[config.mk]
export PLATFORM = sky130hd
export DESIGN_NAME = reg_shift_univ
export DESIGN_NICKNAME = d
export VERILOG_FILES = /design/src/rtl/reg_shift_univ_pkg.sv /design/src/rtl/reg_shift_core.sv /design/src/rtl/reg_shift_univ.sv
export SDC_FILE = /design/constraint.sdc
export NUM_CORES = 1
export LEC_CHECK = 0
export ABC_AREA = 1
export BUFFER_PORTS_ARGS = -buffer_cell sky130_fd_sc_hd__buf_2
export CORE_MARGIN = 1.5
export CORE_UTILIZATION = 51
export DETAILED_ROUTE_END_ITERATION = 8
export GPL_ROUTABILITY_DRIVEN = 0
export PLACE_DENSITY = 0.78
export RECOVER_POWER = 25
export SLEW_MARGIN = 40
export SYNTH_ARGS = -nofsm -noshare
export SYNTH_HDL_FRONTEND = slang
export SYNTH_SLANG_ARGS = --single-unit
[constraint.sdc]
create_clock -name clk -period 1.5 [get_ports clk]
set_input_delay 0.15 -clock clk [delete_from_list [all_inputs] [get_ports clk]]
set_output_delay 0.15 -clock clk [all_outputs]
set_load 0.005 [all_outputs]
[src/rtl/reg_shift_univ_pkg.sv]
// Shared mode and FSM state encodings for the universal shift register.
// The encodings match the original MODE_*/ST_* define values.
package reg_shift_univ_pkg;

    typedef enum logic [1:0] {
        MODE_HOLD = 2'b00,
        MODE_SHR  = 2'b01,
        MODE_SHL  = 2'b10,
        MODE_LOAD = 2'b11
    } mode_e;

    typedef enum logic {
        ST_IDLE  = 1'b0,
        ST_SHIFT = 1'b1
    } state_e;

endpackage

[src/rtl/reg_shift_core.sv]
// WIDTH-bit register with a hold/shift-right/shift-left/load next-state mux.
// It is gated by en and cleared by a synchronous active-low reset.
module reg_shift_core
    import reg_shift_univ_pkg::*;
#(
    parameter int WIDTH = 4
) (
    input  logic             clk,
    input  logic             reset,
    input  logic             en,
    input  mode_e            ctrl,
    input  logic             ser_in,
    input  logic [WIDTH-1:0] pdin,
    output logic [WIDTH-1:0] q
);

    always_ff @(posedge clk) begin
        if (!reset) begin
            q <= '0;
        end else if (en) begin
            case (ctrl)
                MODE_HOLD: q <= q;
                MODE_SHR:  q <= {ser_in, q[WIDTH-1:1]};
                MODE_SHL:  q <= {q[WIDTH-2:0], ser_in};
                MODE_LOAD: q <= pdin;
            endcase
        end
    end

endmodule

[src/rtl/reg_shift_univ.sv]
// Universal shift register top. It contains the IDLE/SHIFT burst FSM, the burst
// counter, the latched direction and the done pulse register around reg_shift_core.
module reg_shift_univ
    import reg_shift_univ_pkg::*;
#(
    parameter int WIDTH = 4,
    parameter int CNT_W = $clog2(WIDTH + 1)
) (
    input  logic             clk,
    input  logic             reset,
    input  logic             en,
    input  logic [1:0]       mode,
    input  logic             ser_in,
    input  logic [WIDTH-1:0] pdin,
    input  logic             start,
    input  logic [CNT_W-1:0] burst_len,
    output logic [WIDTH-1:0] q,
    output logic             so_r,
    output logic             so_l,
    output logic             busy,
    output logic             done
);

    state_e           state, state_next;
    logic [CNT_W-1:0] cnt, cnt_next;
    mode_e            dir, dir_next, core_ctrl;
    logic             done_next;
    logic             is_shift_mode;

    assign is_shift_mode = (mode == MODE_SHR) || (mode == MODE_SHL);

    // A zero-length burst only produces done. The register holds on the start edge of every burst.
    always_comb begin
        state_next = state;
        cnt_next   = cnt;
        dir_next   = dir;
        done_next  = 1'b0;
        core_ctrl  = MODE_HOLD;
        case (state)
            ST_IDLE: begin
                if (start && is_shift_mode) begin
                    if (burst_len != '0) begin
                        state_next = ST_SHIFT;
                        cnt_next   = burst_len;
                        dir_next   = mode_e'(mode);
                    end else begin
                        done_next = 1'b1;
                    end
                end else begin
                    core_ctrl = mode_e'(mode);
                end
            end
            ST_SHIFT: begin
                core_ctrl = dir;
                if (cnt != '0) begin
                    cnt_next = cnt - CNT_W'(1);
                end
                if (cnt <= CNT_W'(1)) begin
                    state_next = ST_IDLE;
                    done_next  = 1'b1;
                end
            end
        endcase
    end

    always_ff @(posedge clk) begin
        if (!reset) begin
            state <= ST_IDLE;
            cnt   <= '0;
            dir   <= MODE_HOLD;
            done  <= 1'b0;
        end else if (en) begin
            state <= state_next;
            cnt   <= cnt_next;
            dir   <= dir_next;
            done  <= done_next;
        end else begin
            done  <= 1'b0;
        end
    end

    reg_shift_core #(.WIDTH(WIDTH)) u_core (
        .clk    (clk),
        .reset  (reset),
        .en     (en),
        .ctrl   (core_ctrl),
        .ser_in (ser_in),
        .pdin   (pdin),
        .q      (q)
    );

    assign busy = (state == ST_SHIFT);
    assign so_r = q[0];
    assign so_l = q[WIDTH-1];

endmodule

[Word-level counts from Yosys, hierarchy flattened]
Index checks and enable logic that the tools add are counted.
Cells by class
  $add $sub $neg: 1
  multiply operators: 0
  div/mod/pow operators: 0
  order comparisons: 1
  equal/unequal tests: 8
  shift-type cells: 0
  muxes and demuxes: 15
  bitwise gates (word level): 2
  reductions and logical operators: 9
Operators with widths (count)
  $pmux 4 s3: 1
  $mux 3: 3
  $reduce_and 4->1: 2
  $eq 2x2->1 const B: 3
  $mux 1: 6
  $pmux 3 s2: 1
  $reduce_bool 3->1: 2
  $eq 2x1->1 const B: 2
  $ne 2x2->1 const B: 2
  $pmux 1 s2: 2
  $pmux 2 s2: 1
  $reduce_and 2->1: 2
  $le 3x1->1 const B: 1
  $sub 3x1->3 const B: 1
  $logic_not 2->1: 1
  $mux 2: 1
  $ne 2x1->1 const B: 1
  $not 1->1: 2
  $logic_and 1x1->1: 1
  $logic_or 1x1->1: 1
Storage, ports and cells
  register bits: 11
  bits in latches: 0
  memory bits (writable): 0
  bits in read-only memories: 0
  bits of input ports: 14
  output and inout bits: 8
  logic and storage cells: 41
  memories kept: 0

[Depth between registers and ports, before layout]
  word-level depth: 8
  mapped depth: 10
  mapped depth without buffers: 10

[Modules after synthesis]
Synthesis repeated with hierarchy kept, for this count alone.
Unflattened totals
  cell total of the unflattened synthesis: 125
  area, all modules: 779.5 um^2
Modules (own cells, without submodules)
  reg_shift_univ: instances 1, cells an instance 76, area an instance 496.7 um^2, sequential area each 140.1 um^2
  reg_shift_core: instances 1, cells an instance 49, area an instance 282.8 um^2, sequential area each 80.1 um^2

[Worst setup path before layout]
Ideal clock, no wire load.
  path kind: reg2reg
  start point: reg cnt[0]
  end point: reg cnt[2]
  setup time: 113 ps
  arrival time: 1128 ps
  data required time: 1387 ps
  setup slack: 259 ps
  cell stages (with the launch flop): 8
  path buffers: 0
  period minus slack after synthesis: 1241 ps
  cells stage by stage: dfxtp_1 inv_1 ha_1 or2_2 nand3_1 o21ai_0 nor2_1 nor2_1
Between the ends
  longest elaborated chain between the ends: 3
  elaborated cells on any way between the ends: 6
  classes of those cells: 1 x add/sub; 1 x eq/ne; 2 x mux; 2 x reduce/logical
RTL lines
  start, declared: RTL line reg_shift_univ.sv:25  | logic [CNT_W-1:0] cnt, cnt_next;
  start signal, assigned: RTL line reg_shift_univ.sv:74  | cnt <= cnt_next;
  $sub 3x1->3 / $reduce_bool 3->1 (equally long branches): RTL line reg_shift_univ.sv:56, reg_shift_univ.sv:55
  $mux 3 / $ne 2x1->1 (equally long branches)
  $pmux 3 s2 / $reduce_and 4->1 (equally long branches)
Parallel ways exist; a longest one is shown, timed or not. The select of a mux whose other input is x is not followed.
A chain may end at the register's enable or synchronous reset.

[Worst setup path in the final report]
  start point: reg cnt[0]
  end point: reg cnt[0]
The elaborated chain is that of the path after synthesis.

==> impl_metrics.csv <==
group,metric,value,unit
drt,wirelength,1.703,mm
timing,clock.fmax,0.7562,GHz
global_route,grt_pass1_vias,691,
drt,wl_per_cell,10.51,um
clock_network,cts_hold_buf,0,
setup_path,worst_setup_path_end_kind,"register",
clock_network,cts_buffer_depth,2,
yosys,synth_top_area_cell,"dfxtp_1",
clock_network,htreeDepth,1,
yosys,yosysWarningCount,0,
finish,drive_above_1_share,0.2740,
clock_network,root_buffer,"clkbuf_4",
yosys,ys_types,22,
setup_path,crit_start,"cnt[0]",
global_route,grt_usage,0.2080,
global_route,grt-busiest-layer,"met2",
setup_path,cpPeakStageDelay,0.37,ns
clock_network,clock_sinks,11,
setup_path,reg2reg_slack,0.18,ns
yosys,syn_nets,141,
timing,fin_crit,1.322,ns
timing,rsz0062_at_grt,"false",
die,die_w,43.27,um
pwr,leakage,0.5103,nW
drt,ant_nets,0,
pwr,vdd_drop_max,0.5758,mV
timing,max_slew_margin,0.8064,
finish,area_growth_syn_to_layout,14.98,%
timing,period_share,0.8817,
setup_path,path_cells,"inv_1 > ha_1 > a211oi_1 > nor2_2 > nand2_1 > nand2_1 > nor2_1",
yosys,synthTopCellsByArea,"dfxtp_1 (27%), nand2_1 (15%), nand3_1 (9.1%), nor2_1 (7.7%), inv_1 (5.9%)",
drt,first_pass_iters,4,
die,die_h,43.27,um
timing,skew,0.004492,ns
timing,setup_ws,0.1775,ns
worst_hold_path,worstHoldEndpoint,"dir[1]",
pwr,total_power,759.5,uW
clock_network,cts_setup_buffers,0,
finish,n_fill_cell,150,
finish,n_antenna_cell,0,
setup_path,cp.required,1.73,ns
setup_path,crit_slowest_cell,"dfxtp_1",
yosys,synthFlopType,"dfxtp_1",
global_route,grt_max_degree,10,
timing,finalSetupTns,0,ns
setup_path,r2r_cells,7,
die,rows,14,
run,cap_violations,0,
worst_hold_path,whs_path_depth,3,
yosys,yosysMostFrequentCell,"nand2_1",
yosys,seq_area_frac_synth,0.2663,
setup_path,timing.rr.start,"cnt[0]",
finish,nets,164,
global_route,overflow,0,
drt,via_per_inst,4.907,
worst_hold_path,hold_path_startpoint,"mode[1]",
die,start_util,0.5490,
yosys,synth_cells,124,
clock_network,cts_resized,0,
placed_design,pre_cts_ws,0.1752,ns
yosys,post_synth_instance_area,827.0,um^2
timing,worstMarginPinSlew,0.2899,ns
setup_path,path_common_cell,"nand2_1",
drt,num_vias,795,
pwr,pwr_density_cell,798.7,nW/um^2
global_route,grt_util_met1,0.2725,
setup_path,path_class,"reg2reg",
drt,drt_iter0_markers,15,
yosys,synthArstFlopShare,0,
setup_path,crit_arrival,1.55,ns
die,core_area,1506,um^2
timing,setup_violations,0,
clock_network,cts_buffers,3,
finish,post-route-util,0.6312,
clock_network,insertion_delay,0.28,ns
placed_design,dpl.hpwl,1.356,mm
global_route,met3_usage,0.05106,
die,io_pins,22,
global_route,antenna_found_initial,0,
placed_design,portBuffers,21,
die,dieArea,1872,um^2
timing,final-hold-violation-count,0,
setup_path,path_max_fanout,6,
yosys,ys_ff_latch,11,
clock_network,cts_tree,"done",
yosys,syn-mean-instance-area,6.670,um^2
yosys,synth_edf_count,0,
setup_path,startpoint_type,"register",
timing,drv_slew,0,
yosys,synth_top_area_frac,0.2663,
timing,finalHoldWorstSlack,0.1405,ns
clock_network,path_clk_slew,0.08,ns
yosys,synth_common_cells,"nand2_1 (34), nor2_1 (17), nand3_1 (15)",
global_route,met2_usage,0.3104,
worst_hold_path,hold_path.class,"in2reg",
global_route,grt_first_pass_wirelength,2.849,mm
drt,drc_errors,0,
setup_path,reg2reg_to,"cnt[0]",
status,status,"completed",
metrics by stage:
step,instance area [um^2],cells
final,950.9,162
after global routing,950.9,162
after CTS,952.2,162
after detailed placement,925.9,158
after global placement,925.9,158
after floorplan,827.0,124
sequential cells by signal, indices dropped and copies added (netlist names):
name / flops
done: 1
busy: 1
cnt: 3
dir: 2
u_core.q: 4
kinds of logic after synthesis:
logic type	after synthesis	share of synthesized area
flops	11	0.2663
simple gates	78	0.4705
buf+inv	20	0.1241
compound gates	12	0.09380
fa+ha+maj	3	0.04539
cells in the final DEF (no fill, tap or decap), drive strengths merged:
cell type   n
clkbuf      5
inv        15
a21boi      1
or2         1
a21oi       3
dfxtp      11
ha          3
o22ai       1
nand2      40
buf        22
nand3      16
o21ai       6
a211oi      1
nor2       21
final cells by class:
| type | count | area (um^2) | share of cell area |
|---|---|---|---|
| Clock buffer | 4 | 26.28 | 0.02763 |
| Inverter | 15 | 61.31 | 0.06447 |
| Multi-Input combinational cell | 93 | 504.2 | 0.5303 |
| Sequential cell | 11 | 220.2 | 0.2316 |
| Tap cell | 16 | 20.02 | 0.02105 |
| Timing Repair Buffer | 23 | 118.9 | 0.1250 |
critical path, delay by kind of cell, from the launching register on:
| kind | cells | cell delay, ns |
|---|---|---|
| AOI/OAI and AO/OA | 1 | 0.28 |
| buffers and inverters | 1 | 0.09 |
| DFF | 1 | 0.37 |
| adders and majority gates | 1 | 0.20 |
| and+or+nand+nor | 4 | 0.31 |
per-layer routing:
metal,vias to the layer above,share of wire
met5,-,0
met3,4,0.036
met1,344,0.45
met2,17,0.49
met4,0,0.025
li1,430,-
power breakdown:
part / internal [mW] / switching [mW]
clock: 0.104 / 0.116
sequential: 0.312 / 0.0181
combinational: 0.0852 / 0.124
how the worst max path moves through the flow:
stage / endpoint / slack [ns] / cells past startpoint
2_1_floorplan: cnt[2] / 0.26 / 7
3_3_place_gp: cnt[2] / 0.19 / 7
3_5_place_dp: cnt[0] / 0.18 / 7
4_1_cts: cnt[0] / 0.16 / 7
5_1_grt: cnt[1] / 0.03 / 7
6_report: cnt[0] / 0.18 / 7
(Power assumes the default switching activity.)
